File: src/rtl/ldmac_loader.sv
// ldmac_loader: buffers one full MAC job from the host stream, then seeds
// the LDMAC core and feeds key/message words on din as the core requests.
module ldmac_loader #(
  parameter int MSG_BLOCKS = 8,
  parameter int DW         = 64
) (
  input  logic          clk,
  input  logic          rst,
  input  logic          in_valid,
  output logic          in_ready,
  input  logic [DW-1:0] in_data,
  output logic          core_rst,
  output logic          load_s1,
  output logic          load_s2,
  output logic [DW-1:0] din,
  input  logic          load_k,
  input  logic          load_m,
  input  logic          done,
  output logic          busy,
  output logic          err
);

  localparam int NW  = 6 + MSG_BLOCKS;
  localparam int WW  = $clog2(NW);
  localparam int MW  = $clog2(MSG_BLOCKS + 1);
  localparam int MIW = (MSG_BLOCKS > 1) ? $clog2(MSG_BLOCKS) : 1;

  typedef enum logic [1:0] {
    COLLECT,
    SEED1,
    SEED2,
    RUN
  } state_t;

  state_t state, state_nx;

  logic [DW-1:0] sk  [6];
  logic [DW-1:0] msg [MSG_BLOCKS];

  logic [WW-1:0] wcnt;
  logic [WW-1:0] moff;
  logic [2:0]    kidx;
  logic [MW-1:0] midx;

  logic accept;
  logic last;
  logic k_ok;
  logic m_ok;

  assign accept = in_valid && (state == COLLECT);
  assign last   = (wcnt == WW'(NW - 1));
  assign moff   = wcnt - WW'(6);
  assign k_ok   = (kidx != 3'd4);
  assign m_ok   = (midx != MW'(MSG_BLOCKS));

  always_comb begin
    state_nx = state;
    in_ready = 1'b0;
    core_rst = 1'b1;
    load_s1  = 1'b0;
    load_s2  = 1'b0;
    busy     = 1'b1;
    unique case (state)
      COLLECT: begin
        in_ready = 1'b1;
        busy     = 1'b0;
        if (in_valid && last) state_nx = SEED1;
      end
      SEED1: begin
        load_s1  = 1'b1;
        state_nx = SEED2;
      end
      SEED2: begin
        load_s2  = 1'b1;
        state_nx = RUN;
      end
      RUN: begin
        core_rst = 1'b0;
        if (done) state_nx = COLLECT;
      end
      default: state_nx = COLLECT;
    endcase
  end

  // load_k is the core's same-cycle request, so it alone reaches din combinationally
  always_comb begin
    din = '0;
    unique case (state)
      SEED1: din = sk[0];
      SEED2: din = sk[1];
      RUN: begin
        if (load_k) begin
          if (k_ok) din = sk[3'd2 + kidx];
        end else if (m_ok) begin
          din = msg[midx[MIW-1:0]];
        end
      end
      default: din = '0;
    endcase
  end

  always_ff @(posedge clk) begin
    if (rst) begin
      state <= COLLECT;
      wcnt  <= '0;
      kidx  <= '0;
      midx  <= '0;
      err   <= 1'b0;
    end else begin
      state <= state_nx;
      if (accept) begin
        wcnt <= last ? '0 : wcnt + 1'b1;
        if (last) begin
          kidx <= '0;
          midx <= '0;
        end
      end
      if (state == RUN) begin
        if (load_k && k_ok) kidx <= kidx + 3'd1;
        if (load_m && m_ok) midx <= midx + 1'b1;
        if ((load_k && !k_ok) || (load_m && !m_ok) ||
            (done && (k_ok || m_ok)))
          err <= 1'b1;
      end
    end
  end

  always_ff @(posedge clk) begin
    if (accept) begin
      if (wcnt < WW'(6)) sk[wcnt[2:0]] <= in_data;
      else               msg[moff[MIW-1:0]] <= in_data;
    end
  end

endmodule

File: config.mk
export PLATFORM = sky130hd
export DESIGN_NAME = ldmac_loader
export DESIGN_NICKNAME = d
export VERILOG_FILES = /design/src/rtl/ldmac_loader.sv
export SDC_FILE = /design/constraint.sdc
export NUM_CORES = 1
export LEC_CHECK = 0
export CAP_MARGIN = 10
export CORE_MARGIN = 1.5
export CORE_UTILIZATION = 35
export DETAILED_ROUTE_END_ITERATION = 8
export SLEW_MARGIN = 20
export SYNTH_ARGS = -nofsm -noshare
export SYNTH_HDL_FRONTEND = slang
export SYNTH_SLANG_ARGS = --single-unit
File: constraint.sdc
create_clock -name clk -period 6.7 [get_ports clk]
set_input_delay 1.34 -clock clk [delete_from_list [all_inputs] [get_ports clk]]
set_output_delay 1.34 -clock clk [all_outputs]
set_load 0.05 [all_outputs]
==> summary.txt <==
Floorplanning
  – Initial Utilization: a little over a third
  – Core Rows: roughly 120
  – Total die area: 103000 um2
  – Die X: between 300 and 400 um
  – I/O pin count: between 100 and 150
  – DIE HEIGHT: around 320 um
  – Core footprint: 100000 um2

Route
  – Initial DRC Count: around 1.7k
  – Remaining antenna violation count: 0
  – Routed Wire Length: 86.1 mm
  – DR vias: ~19k
  – WL/cell: around 25 um
  – DR vias/cell: about 5.5
  – Pre-antenna DRT Iters: 5
  – DRC: 0

CTS
  – CTS tree: built
  – Htree depth: 3
  – # hold bufs at CTS: 0
  – Root Buffer: clkbuf_16
  – Worst-Skew Late Latency: between 0.6 and 0.7 ns
  – CTS resizes: 0
  – # clock sinks: a little over 900
  – CTS max path bufs: 3
  – CTS buffer count: 94
  – Worst-path clk slew: roughly 0.060 ns
  – Post-CTS Setup Repair Bufs: 0

Timing
  – Max-slew violation count: 0
  – Final period util: about 87%
  – Maximum clock frequency: around 170 MHz
  – Slew HR: about 29%
  – Worst Skew: between 0.04 and 0.05 ns
  – Fin. Hold Viols: 0
  – Setup_tns: 0 ns
  – Final Critical Period: slightly below 6 ns
  – Final Setup Violations: 0
  – Tightest Pin Transition: roughly 1.1 ns
  – Setup repair after global routing missed its margin: no

Cells and area
  – Fin cells: about 3.4k
  – Storage cell area: roughly 27000 um2
  – Layout cells sized above 1: approximately 16%
  – Utilization after layout: between 40% and 50%
  – Layout fillers: 8732
  – Area taken by multi-input logic gates: between 7000 and 8000 um2
  – Final nets: between 2k and 2.5k
  – Synth-to-layout area growth: 17.5%

Critical path
  – Startpoint Class: flop
  – WP buf/inv: 3
  – Crit path kind: flop to output port
  – Critical path's largest stage delay: a little over 0.9 ns
  – Crit Path Max Fanout: 44
  – Critical Path RT: 5.36 ns
  – Arr. time, crit path: around 4.5 ns
  – Top delay family on crit path: buffers and inverters
  – Slowest CP cell: dfxtp_4
  – Cell Chain, Critical Path: inv_1 -> ha_1 -> and2_1 -> or4_2 -> buf_4 -> o22ai_1 -> or4_1 -> clkdlybuf4s50_1
  – Crit end category: output port

Synthesis
  – Top cells by area, synth: edfxtp_1 (76%), mux4_2 (8.1%), a22oi_1 (4.0%), mux2i_1 (2.0%), nor2_1 (1.5%)
  – Yosys reg bits: 910
  – Most common cell in the synthesized netlist: edfxtp_1
  – EDFF count, synth: ~900
  – Post-synth top area share: 76.0%
  – Synth unique cells: 45
  – Synth cell count leaders: edfxtp_1 (896), a22oi_1 (188), nor2_1 (144)
  – Syn_nets: roughly 1.9k
  – Mapped Avg Cell Area: roughly 19 um2
  – Top_reg_cell synth: edfxtp_1
  – Cells after synthesis: between 1.5k and 2k
  – Synthesized area: between 30000 and 40000 um2
  – Synth warnings: 0
  – Sequential area share after synthesis: approximately three quarters
  – Yosys top cell by area: edfxtp_1
  – Asr flop ratio synth: 0%

Power
  – Pwr Total: between 10 and 15 mW
  – Leak: around 13 nW
  – Pwr/cell area: ~300 nW/um2
  – Max rail drop VDD: 0.248 mV

Global routing
  – Gr ovfl total: 0
  – GRT Overall Usage: 16.7%
  – Initial antenna violation count: 7
  – First-pass GRT wire length: around 130 mm
  – Largest net degree at the start of global routing: 132
  – Vias in the first global route: around 20k

Run
  – Max-Cap Viols: 0

Worst hold path
  – HP Class: flop to flop

Placement
  – Port Buf Inserts: about 140
  – DP Cell Count: 3214
  – Gpl congestion: about 0.74
  – Final HPWL DP: between 40 and 50 mm

Run status
  – Outcome: finished clean
## flip-flops by register name, summed over array words and instances (netlist names)
| register | count |
|---|---|
| state | 2 |
| err | 1 |
| wcnt | 4 |
| kidx | 3 |
| msg | 512 |
| sk | 384 |
| midx | 4 |
## metal layers
layer  GRT usage [%]  share of wire (%)  up-vias
li1                -                  -     8060
met1            22.3                 43     9763
met2            27.8                 49      643
met3            3.32                6.4      129
met4            4.43                1.7        6
met5               0              0.057        -
## tightest hold or removal path: cells and delay by family, from the launching register on
family	cells	cell delay (ns)
buffers and inverters	1	0.05
flip-flops	1	0.31
AO/OA/AOI/OAI	1	0.05
## cells by family (layout without fill, tap and decap cells)
kind of cell	count (synthesis)	count (layout)	synth area share (%)
adder cells (fa/ha/maj)	9	9	0.318
buffers and inverters	137	369	1.78
multiplexers	204	204	10.3
XOR/XNOR	2	2	0.0495
flip-flops	910	910	76.8
AO/OA/AOI/OAI	343	343	7.19
other	0	1	0
AND/OR/NAND/NOR	251	251	3.53
## through the flow
stage	cell area, um2	hold WS (ns)	worst slack [ns]
finish	41600	0.451	0.878
global route	41600	0.487	0.725
CTS	41600	0.456	0.805
detailed placement	38500	0.446	0.895
global placement	38400	0.451	0.919
floorplan	35400	0.475	0.161
## power by group
group	internal (mW)	leakage, nW	switching [mW]
combinational	0.236	3.28	0.653
sequential	6.54	8.21	0.103
clock	3.02	1.49	2.12
## final timing paths
check                           startpoint         to  slack (ns)  cells after the start
worst min-delay path                   err        err        0.45                      2
worst min register to register         err        err        0.45                      2
worst max-delay path               kidx[0]    din[31]        0.88                      8
worst max register to register    state[0]  sk[5][23]        3.36                      5
## cell usage in the layout (no fill, tap or decap), types with 5 or more instances in the layout
cell / count
a221oi_1: 5
mux2_2: 6
a22oi_1: 188
clkdlybuf4s50_1: 139
mux4_2: 128
clkbuf_1: 20
clkbuf_16: 96
clkinv_1: 19
edfxtp_1: 896
mux2i_1: 70
buf_12: 9
dfxtp_1: 11
nand2_1: 14
ha_1: 6
nor2_1: 135
nor2_4: 9
o22ai_1: 67
inv_6: 5
a21oi_1: 8
inv_1: 12
bufinv_16: 10
buf_4: 36
or4_1: 58
clkinv_2: 13
o21ai_0: 5
a22o_1: 59
## area by class of cell
cell class                      instances  area share (%)
Sequential cell                       910            65.4
Multi-Input combinational cell        809            18.6
Clock buffer                          116            5.96
Timing Repair Buffer                  186            4.56
Tap cell                             1298            3.91
Clock inverter                         55            1.42
Inverter                               12           0.108
Antenna cell                            1         0.00602
Note: power is estimated with default switching activity, not from simulation.
